## config.mk

```make
export PLATFORM = sky130hd
export DESIGN_NAME = object_spawn_sequencer
export DESIGN_NICKNAME = d
export VERILOG_FILES = /design/src/rtl/object_spawn_sequencer.sv
export SDC_FILE = /design/constraint.sdc
export NUM_CORES = 1
export LEC_CHECK = 0
export BUFFER_PORTS_ARGS = -buffer_cell sky130_fd_sc_hd__buf_2
export CAP_MARGIN = 0
export CORE_MARGIN = 5
export CORE_UTILIZATION = 52
export CTS_BUF_LIST = sky130_fd_sc_hd__clkbuf_8
export DETAILED_ROUTE_END_ITERATION = 10
export GPL_ROUTABILITY_DRIVEN = 0
export PLACE_DENSITY = 0.82
export SYNTH_ARGS = -nofsm -noshare
export SYNTH_HDL_FRONTEND = slang
export SYNTH_SLANG_ARGS = --single-unit
```

## constraint.sdc

```tcl
create_clock -name clk_calculation -period 2.26 [get_ports clk_calculation]
set_input_delay 0.113 -clock clk_calculation [delete_from_list [all_inputs] [get_ports clk_calculation]]
set_output_delay 0.113 -clock clk_calculation [all_outputs]
set_load 0.01 [all_outputs]
```

## src/rtl/object_spawn_sequencer.sv

```systemverilog
// Spawn-pattern sequencer: walks a pattern ROM, waits each entry's centisecond delay and
// hands the entry's object parameters to the trigger runtime via the sync/update handshake.
module object_spawn_sequencer #(
    parameter int unsigned ADDR_W      = 8,
    parameter int unsigned LOOP        = 0,
    parameter int unsigned ACK_TIMEOUT = 1023
) (
    input  logic              clk_calculation,
    input  logic              reset,
    input  logic              start,
    input  logic              pause,
    input  logic              centi_tick,
    output logic [ADDR_W-1:0] rom_addr,
    input  logic [66:0]       rom_data,
    input  logic              update_object_position,
    output logic              sync_object_position,
    output logic [2:0]        object_movement_direction,
    output logic [9:0]        object_pos_x,
    output logic [9:0]        object_pos_y,
    output logic [9:0]        object_w,
    output logic [9:0]        object_h,
    output logic [4:0]        object_speed,
    output logic [7:0]        object_destroy_time,
    output logic [1:0]        object_destroy_trigger,
    output logic              busy,
    output logic              done,
    output logic [7:0]        spawn_count,
    output logic [7:0]        drop_count
);

    localparam int unsigned ToW = $clog2(ACK_TIMEOUT + 1);
    // sync stays low for the PRESENT cycle plus ACK_TIMEOUT-1 WAIT_ACK cycles
    localparam logic [ToW-1:0] ToLast = ToW'(ACK_TIMEOUT >= 2 ? ACK_TIMEOUT - 2 : 0);

    typedef enum logic [2:0] {
        StIdle,
        StFetch,
        StLoad,
        StWaitDelay,
        StPresent,
        StWaitAck,
        StRelease,
        StDone
    } state_e;

    state_e            state_q, state_d;
    logic [ADDR_W-1:0] addr_q, addr_d;
    logic              sync_q, sync_d;
    logic [57:0]       fields_q, fields_d;
    logic [7:0]        delay_q, delay_d;
    logic [ToW-1:0]    to_q, to_d;
    logic [7:0]        spawn_q, spawn_d;
    logic [7:0]        drop_q, drop_d;

    always_comb begin
        state_d  = state_q;
        addr_d   = addr_q;
        sync_d   = sync_q;
        fields_d = fields_q;
        delay_d  = delay_q;
        to_d     = to_q;
        spawn_d  = spawn_q;
        drop_d   = drop_q;
        unique case (state_q)
            StIdle, StDone: begin
                if (start) begin
                    state_d = StFetch;
                    addr_d  = '0;
                    spawn_d = '0;
                    drop_d  = '0;
                end
            end
            StFetch: state_d = StLoad;
            StLoad: begin
                if (rom_data[66]) begin
                    if (LOOP != 0) begin
                        addr_d  = '0;
                        state_d = StFetch;
                    end else begin
                        state_d = StDone;
                    end
                end else begin
                    fields_d = rom_data[57:0];
                    delay_d  = rom_data[65:58];
                    if (rom_data[65:58] == 8'd0) begin
                        state_d = StPresent;
                        sync_d  = 1'b0;
                    end else begin
                        state_d = StWaitDelay;
                    end
                end
            end
            StWaitDelay: begin
                // ticks during pause are dropped, not queued
                if (centi_tick && !pause) begin
                    delay_d = delay_q - 8'd1;
                    if (delay_q == 8'd1) begin
                        state_d = StPresent;
                        sync_d  = 1'b0;
                    end
                end
            end
            StPresent: begin
                sync_d  = 1'b0;
                to_d    = '0;
                state_d = StWaitAck;
            end
            StWaitAck: begin
                if (update_object_position) begin
                    sync_d  = 1'b1;
                    spawn_d = (spawn_q == 8'hff) ? spawn_q : spawn_q + 8'd1;
                    state_d = StRelease;
                end else if (to_q == ToLast) begin
                    sync_d  = 1'b1;
                    drop_d  = (drop_q == 8'hff) ? drop_q : drop_q + 8'd1;
                    state_d = StRelease;
                end else begin
                    to_d = to_q + 1'b1;
                end
            end
            StRelease: begin
                if (!update_object_position) begin
                    if (addr_q == '1) begin
                        if (LOOP != 0) begin
                            addr_d  = '0;
                            state_d = StFetch;
                        end else begin
                            state_d = StDone;
                        end
                    end else begin
                        addr_d  = addr_q + 1'b1;
                        state_d = StFetch;
                    end
                end
            end
            default: state_d = StIdle;
        endcase
    end

    always_ff @(posedge clk_calculation) begin
        if (reset) begin
            state_q  <= StIdle;
            addr_q   <= '0;
            sync_q   <= 1'b1;
            fields_q <= '0;
            delay_q  <= '0;
            to_q     <= '0;
            spawn_q  <= '0;
            drop_q   <= '0;
        end else begin
            state_q  <= state_d;
            addr_q   <= addr_d;
            sync_q   <= sync_d;
            fields_q <= fields_d;
            delay_q  <= delay_d;
            to_q     <= to_d;
            spawn_q  <= spawn_d;
            drop_q   <= drop_d;
        end
    end

    assign rom_addr                  = addr_q;
    assign sync_object_position      = sync_q;
    assign object_movement_direction = fields_q[57:55];
    assign object_pos_x              = fields_q[54:45];
    assign object_pos_y              = fields_q[44:35];
    assign object_w                  = fields_q[34:25];
    assign object_h                  = fields_q[24:15];
    assign object_speed              = fields_q[14:10];
    assign object_destroy_time       = fields_q[9:2];
    assign object_destroy_trigger    = fields_q[1:0];
    assign busy                      = (state_q != StIdle) && (state_q != StDone);
    assign done                      = (state_q == StDone);
    assign spawn_count               = spawn_q;
    assign drop_count                = drop_q;

endmodule

```

==> results of run 1 <==
-- worst min path at each step --
stage | slack [ns] | from | depth (start not counted) | to
final | 0.11 | reset | 2 | drop_count[7]$_SDFFE_PP0P_
after global routing | 0.11 | reset | 2 | to_q[1]$_SDFFE_PP0P_
after CTS | 0.10 | rom_data[58] | 3 | delay_q[0]$_SDFFE_PP0P_
after floorplan | 0.25 | rom_data[0] | 2 | fields_q[0]$_SDFFE_PP0P_
after detailed placement | 0.36 | rom_data[17] | 3 | fields_q[17]$_SDFFE_PP0P_
after global placement | 0.35 | rom_data[23] | 3 | fields_q[23]$_SDFFE_PP0P_
-- report_power, final --
| part | total, mW | switching [mW] | leakage (nW) | internal (mW) |
|---|---|---|---|---|
| sequential | 1.92 | 0.0414 | 0.839 | 1.87 |
| clock | 1.08 | 0.668 | 0.0927 | 0.413 |
| combinational | 0.558 | 0.303 | 1.67 | 0.255 |
| total | 3.55 | 1.01 | 2.60 | 2.54 |
-- metal layers --
metal	part of all wire, %	vias to the layer above
li1	-	2424
met1	39	2276
met2	51	176
met3	7.2	31
met4	2.7	0
met5	0	-
-- worst register-to-register path: stages (launching register included) --
cell and delay [ns]:
dfxtp_1 0.57, buf_4 0.24, nand3b_1 0.37, a41o_1 0.39
o31ai_1 0.11, nor3_1 0.11, nor3_2 0.15
-- per-stage QoR --
step	hold WS (ns)	power, mW	std cells
2_1_floorplan	0.2490	2.255	584
5_1_grt	0.1075	3.714	902
3_5_place_dp	0.3609	2.425	828
4_1_cts	0.1001	3.566	902
3_3_place_gp	0.3525	2.409	828
6_report	0.1061	3.553	902
-- cell type report --
class	count	area [um2]	area share, %
tap	108	135.1	2.130
multi-input combinational	438	2442	38.50
inverter	9	33.78	0.5325
timing repair buffer	227	1469	23.16
sequential	104	2082	32.82
clock inverter	7	57.56	0.9073
clock buffer	9	123.9	1.953
-- registers in the layout (all words and copies together) (netlist names) --
| register | count |
|---|---|
| delay_q | 8 |
| drop_count | 8 |
| fields_q | 58 |
| rom_addr | 8 |
| spawn_count | 8 |
| state_q | 3 |
| sync_object_position | 1 |
| to_q | 10 |
-- synthesized netlist by cell type, types with 2 or more instances --
cell	number	share of area (%)
nand2_1	144	11
dfxtp_1	104	44
a21oi_1	81	8.6
nor2_1	42	3.4
xnor2_1	19	3.5
clkbuf_1	18	1.4
o21ai_0	18	1.9
nor3_1	15	1.6
nand3_1	14	1.5
a211oi_1	10	1.6
inv_1	9	0.72
nand4_1	8	1.1
buf_2	7	0.75
ha_1	7	1.9
nand3b_1	5	0.80
nand4b_1	5	0.93
o31ai_1	5	0.80
and2_1	4	0.53
nand2b_1	4	0.53
nor2b_1	4	0.53
a211oi_2	3	0.80
a311oi_1	3	0.56
and3_1	3	0.40
and3b_1	3	0.56
buf_1	3	0.24
a2111oi_2	2	0.64
a221oi_1	2	0.37
a31oi_1	2	0.27
a41o_1	2	0.43
and4_1	2	0.37
buf_4	2	0.32
clkbuf_2	2	0.21
mux2i_1	2	0.43
nor4_1	2	0.27
o21ai_1	2	0.21
o21bai_1	2	0.32
or2_2	2	0.27
or4_1	2	0.32
-- cell families (layout without fill, tap and decap cells) --
family          after synthesis  in the layout  share of synthesized area (%)
mux                           3              3                         0.6654
xor+xnor                     19             19                          3.540
buf+inv                      42            252                          3.912
simple gates                270            270                          27.15
fa+ha+maj                     7              7                          1.863
compound gates              139            139                          18.58
flops                       104            104                          44.29
-- what timing repair did --
action	4_1_cts	5_1_grt
hold buffers	58	0
resized for setup	0	0
hold endpoints to repair	58	0
==> flow_metrics.env, run 1 <==
export IMPL_path_cells="buf_4 -> nand3b_1 -> a41o_1 -> o31ai_1 -> nor3_1 -> nor3_2"
export IMPL_period_needed_ns=1.996
export IMPL_dr_pass1_iters=4
export IMPL_dieArea_um2=11040
export IMPL_grt_pass1_vias=4752
export IMPL_r2r_end="state_q[0]$_SDFFE_PP0P_"
export IMPL_power_leakage_nw=2.604
export IMPL_ys_seq_area_share_pct=44.29
export IMPL_die_h_um=105.1
export IMPL_p_per_area_nw_per_um2=560.2
export IMPL_worst_pin_slew_ns=0.6307
export IMPL_vdd_ir_drop_max_mv=0.3769
export IMPL_cts_tree="yes"
export IMPL_syn_area_um2=4701
export IMPL_drt_iter0_drc=271
export IMPL_rsz0062_at_grt="false"
export IMPL_syn_avg_cell_area_um2=8.049
export IMPL_slowest_stage="dfxtp_1"
export IMPL_grt_first_pass_wirelength_um=22620
export IMPL_maxClockFrequency_mhz=500.9
export IMPL_hpwl_um=9167
export IMPL_cts_buffers=9
export IMPL_core_um2=8763
export IMPL_nets=869
export IMPL_h_tree_depth=3
export IMPL_grt_use_met3_pct=5.240
export IMPL_portBuffers=157
export IMPL_busiest_layer="met2"
export IMPL_drive_above_1_share_pct=25.44
export IMPL_final_area_um2=6344
export IMPL_cp_top_family="simple AND/OR/NAND/NOR gates"
export IMPL_synth_edf_count=0
export IMPL_slew_violations=0
export IMPL_cts_root_buf="clkbuf_8"
export IMPL_rows=34
export IMPL_arrival_ns=2.29
export IMPL_antenna_found_initial=0
export IMPL_fill_cells=657
export IMPL_initial_core_util_pct=53.64
export IMPL_synth_ff_latch_count=104
export IMPL_wirelength_um=13690
export IMPL_crit_required_ns=2.56
export IMPL_synth_fp_nets=664
export IMPL_setup_viol=0
export IMPL_grtUsageMet2_pct=41.68
export IMPL_skew_ns=0.01928
export IMPL_crit_buf_inv=1
export IMPL_dp_slack_ns=0.3016
export IMPL_placed_area_um2=5582
export IMPL_grt_util_met1_pct=29.31
export IMPL_critPathCaptureType="flop"
export IMPL_crit_fanout=15
export IMPL_status="completed"
export IMPL_postCtsSetupBuffers=0
export IMPL_crit_type="reg2reg"
export IMPL_rr_startpoint="state_q[0]$_SDFFE_PP0P_"
export IMPL_gr_total_overflow=0
export IMPL_final_cell_mix="buf_2 (157), nand2_1 (143), dfxtp_1 (104), a21oi_1 (81), dlygate4sd3_1 (58)"
export IMPL_grt_usage_pct=24.36
export IMPL_route_detailed_drc=0
export IMPL_grt_max_degree=54
export IMPL_via_per_inst=5.440
export IMPL_antenna_cells=0
export IMPL_die_w_um=105.1
export IMPL_syn_to_final_growth_pct=34.95
export IMPL_post_drt_wl_per_cell_um=15.17
export IMPL_ant_nets=0
export IMPL_final_util_pct=72.39
export IMPL_drv_cap=0
export IMPL_ys_types=58
export IMPL_final_hold_viol_count=0
export IMPL_layout_commonest_cell="buf_2"
export IMPL_hold_path_class="in2reg"
export IMPL_fin_ws_ns=0.2637
export IMPL_clockBufferDepth=2
export IMPL_setup_tns_ns=0
export IMPL_worst_path_stages=6
export IMPL_synthCells=584
export IMPL_synthFlopType="dfxtp_1"
export IMPL_ys_async_sr_fraction_pct=0
export IMPL_io_pins=158
export IMPL_period_share_pct=88.33
export IMPL_clk_pin_slew_ns=0.10
export IMPL_worstSetupStartpoint="state_q[0]$_SDFFE_PP0P_"
export IMPL_startpoint_type="flop"
export IMPL_worst_path_largest_cell_delay_ns=0.57
export IMPL_rr_worst_depth=6
export IMPL_ys_warn_count=0
export IMPL_r2r_slack_ns=0.26
export IMPL_crit_end="state_q[0]$_SDFFE_PP0P_"
export IMPL_vias=4907
export IMPL_clock_latency_ns=0.37
export IMPL_clkSinkCount=104
export IMPL_slew_headroom_pct=57.86
(Power assumes the default switching activity.)
==> run 2: changes to the inputs <==
Settings changed: ABC_AREA from default to 1, CELL_PAD_IN_SITES_DETAIL_PLACEMENT from default to 1, CELL_PAD_IN_SITES_GLOBAL_PLACEMENT from default to 1, CORE_UTILIZATION 52 to 36, PLACE_DENSITY 0.82 to default, PLACE_DENSITY_LB_ADDON from default to 0.1.
Clock period 2.26 ns to 2.2 ns, I/O delays scaled along.
==> run 2 against run 1 <==
  * Synthesized cell count increased by 23%
  * Die area is 45% higher
  * Maximum frequency increased by 4.8%
  * Setup slack better by 0.032 ns
  * Synthesized area rose by 3.6%
  * Routed wire length is 28% higher
  * Critical endpoint is now rom_addr[1]$_SDFFE_PP0P_
  * Largest cell class unchanged
  * Largest power group is now combinational logic
==> flow_metrics.env, run 2 <==
export IMPL_syn_to_final_growth_pct=35.93
export IMPL_vdd_ir_drop_max_mv=0.4501
export IMPL_synth_simple_area_share_pct=32.41
export IMPL_gr_total_overflow=0
export IMPL_rows=42
export IMPL_seqPwrFrac_pct=38.9
export IMPL_synth_ff_latch_count=104
export IMPL_maxClockFrequency_mhz=525.2
export IMPL_initial_core_util_pct=36.79
export IMPL_crit_type="reg2reg"
export IMPL_synthFlopType="dfxtp_1"
export IMPL_ys_types=34
export IMPL_power_share_combinational_pct=40.5
export IMPL_io_pins=158
export IMPL_final_area_um2=6623
export IMPL_hold_path_class="in2reg"
export IMPL_clock_latency_ns=0.38
export IMPL_portBuffers=157
export IMPL_synth_compound_area_share_pct=15.13
export IMPL_ant_nets=0
export IMPL_synthCells=721
export IMPL_status="completed"
export IMPL_rsz0062_at_grt="false"
export IMPL_route_detailed_drc=0
export IMPL_dieArea_um2=15960
export IMPL_synthMuxAreaShare_pct=0
export IMPL_synth_area_top_cells="dfxtp_1 (43%), nor2_1 (14%), nand2_1 (11%), o21ai_0 (7.5%), a21oi_1 (4.6%)"
export IMPL_period_share_pct=86.55
export IMPL_hpwl_um=11490
export IMPL_antenna_cells=0
export IMPL_largest_reg_flops=58
export IMPL_cts_root_buf="clkbuf_8"
export IMPL_netSwitchingPower_mw=2.675
export IMPL_clockBufferDepth=2
export IMPL_syn_avg_cell_area_um2=6.758
export IMPL_synth_xor_area_share_pct=1.438
export IMPL_slew_violations=0
export IMPL_synth_fa_ha_area_share_pct=1.798
export IMPL_crit_fanout=13
export IMPL_cts_tree="yes"
export IMPL_core_um2=13240
export IMPL_setup_viol=0
export IMPL_slew_headroom_pct=60.28
export IMPL_nets=1006
export IMPL_synth_edf_count=0
export IMPL_layout_commonest_cell="nor2_1"
export IMPL_yosysTopAreaCellShare_pct=42.73
export IMPL_arrival_ns=2.16
export IMPL_grt_usage_pct=22.20
export IMPL_critPathCaptureType="flop"
export IMPL_ys_warn_count=0
export IMPL_synth_most_common_cell="nor2_1"
export IMPL_ys_async_sr_fraction_pct=0
export IMPL_dr_pass1_iters=4
export IMPL_clkSinkCount=104
export IMPL_fin_total_pwr_mw=6.373
export IMPL_grt_first_pass_wirelength_um=29520
export IMPL_skew_ns=0.01162
export IMPL_postCtsSetupBuffers=0
export IMPL_drv_cap=0
export IMPL_grt_max_degree=62
export IMPL_power_leakage_nw=3.118
export IMPL_post_drt_wl_per_cell_um=15.86
export IMPL_setup_tns_ns=0
export IMPL_drt_iter0_drc=159
export IMPL_via_per_inst=4.949
export IMPL_startpoint_type="flop"
export IMPL_final_hold_viol_count=0
export IMPL_crit_required_ns=2.46
export IMPL_wirelength_um=17560
export IMPL_dpl_cell_count=1033
export IMPL_p_int_mw=3.698
export IMPL_clock_power_share_pct=20.5
export IMPL_top_register="fields_q"
export IMPL_top_regs="fields_q (58), to_q (10)"
export IMPL_die_h_um=126.3
export IMPL_synth_fp_nets=801
export IMPL_h_tree_depth=3
export IMPL_cts_buffers=9
export IMPL_p_per_area_nw_per_um2=962.4
export IMPL_grt_pass1_vias=5886
export IMPL_ys_top_cells_by_count="nor2_1 (177), nand2_1 (139), dfxtp_1 (104)"
export IMPL_placed_area_um2=5829
export IMPL_drive_above_1_share_pct=21.70
export IMPL_synth_top_family_by_area="simple AND/OR/NAND/NOR gates"
export IMPL_syn_area_um2=4872
export IMPL_worst_pin_slew_ns=0.5958
export IMPL_die_w_um=126.3
export IMPL_antenna_found_initial=1
export IMPL_vias=5479
export IMPL_synth_top_area_cell="dfxtp_1"
export IMPL_final_cell_mix="nor2_1 (177), buf_2 (157), nand2_1 (139), dfxtp_1 (104), o21ai_0 (73)"
export IMPL_final_util_pct=50.01
export IMPL_ys_seq_area_share_pct=42.73
export IMPL_period_needed_ns=1.904
export IMPL_clk_pin_slew_ns=0.10
export IMPL_p_sw_share_pct=41.97
export IMPL_final_cells=1107
## run 2: worst paths after layout
kind                                              start                       end  slack [ns]  cells after the start
worst max register to register  state_q[2]$_SDFFE_PP0P_  rom_addr[1]$_SDFFE_PP0P_        0.30                      7
worst min register to register  delay_q[4]$_SDFFE_PP0P_   delay_q[4]$_SDFFE_PP0P_        0.48                      2
worst min-delay path                       rom_data[60]   delay_q[2]$_SDFFE_PP0P_        0.11                      5
worst max-delay path            state_q[2]$_SDFFE_PP0P_  rom_addr[1]$_SDFFE_PP0P_        0.30                      7
## run 2: routing by layer
| metal | track usage (%) | share of wire (%) | up-vias |
|---|---|---|---|
| met5 | 0 | 0.040 | - |
| met4 | 7.508 | 2.3 | 2 |
| met3 | 5.843 | 5.9 | 29 |
| met2 | 38.72 | 49 | 133 |
| met1 | 26.53 | 43 | 2586 |
| li1 | - | - | 2729 |
## run 2: timing repair
| item | 4_1_cts | 5_1_grt |
|---|---|---|
| hold buffers | 58 | 0 |
| hold endpoints to repair | 58 | 0 |
| gates resized for setup | 0 | 0 |
## run 2: per-stage QoR
step,hold WS [ns],setup slack [ns]
after CTS,0.08435,0.2707
after global routing,0.1251,0.05741
after global placement,0.3321,0.3827
after floorplan,0.2449,0.6391
final,0.1088,0.2960
after detailed placement,0.3388,0.2898
## run 2: power by group through the flow
| stage | sequential [mW] | clock (mW) | combinational [mW] |
|---|---|---|---|
| floorplan | 2.59 | 0 | 1.53 |
| global placement | 2.48 | 0 | 2.39 |
| detailed placement | 2.50 | 0 | 2.47 |
| CTS | 2.47 | 1.36 | 2.56 |
| global route | 2.53 | 1.44 | 2.91 |
| finish | 2.48 | 1.31 | 2.58 |
## run 2: cells by family after synthesis
| kind of cell | count (synthesis) |
|---|---|
| flip-flops | 104 |
| buffers and inverters | 79 |
| adder cells (fa/ha/maj) | 7 |
| XOR/XNOR | 8 |
| AO/OA/AOI/OAI | 136 |
| AND/OR/NAND/NOR | 387 |
## run 2: final cells by class
| class | instances | area, um2 |
|---|---|---|
| Clock inverter | 6 | 75.07 |
| Sequential cell | 104 | 2082 |
| Timing Repair Buffer | 225 | 1454 |
| Multi-Input combinational cell | 538 | 2474 |
| Inverter | 48 | 180.2 |
| Clock buffer | 10 | 137.6 |
| Fill cell | 1768 | 6620 |
| Tap cell | 176 | 220.2 |
## run 2: critical path: stages, from the launching register on
cell     delay, ns
dfxtp_1       0.48
nor2_1        0.11
nand2_1       0.11
nand2_2       0.12
a21oi_2       0.19
nand2_1       0.27
o21ai_1       0.41
nor3_1        0.09
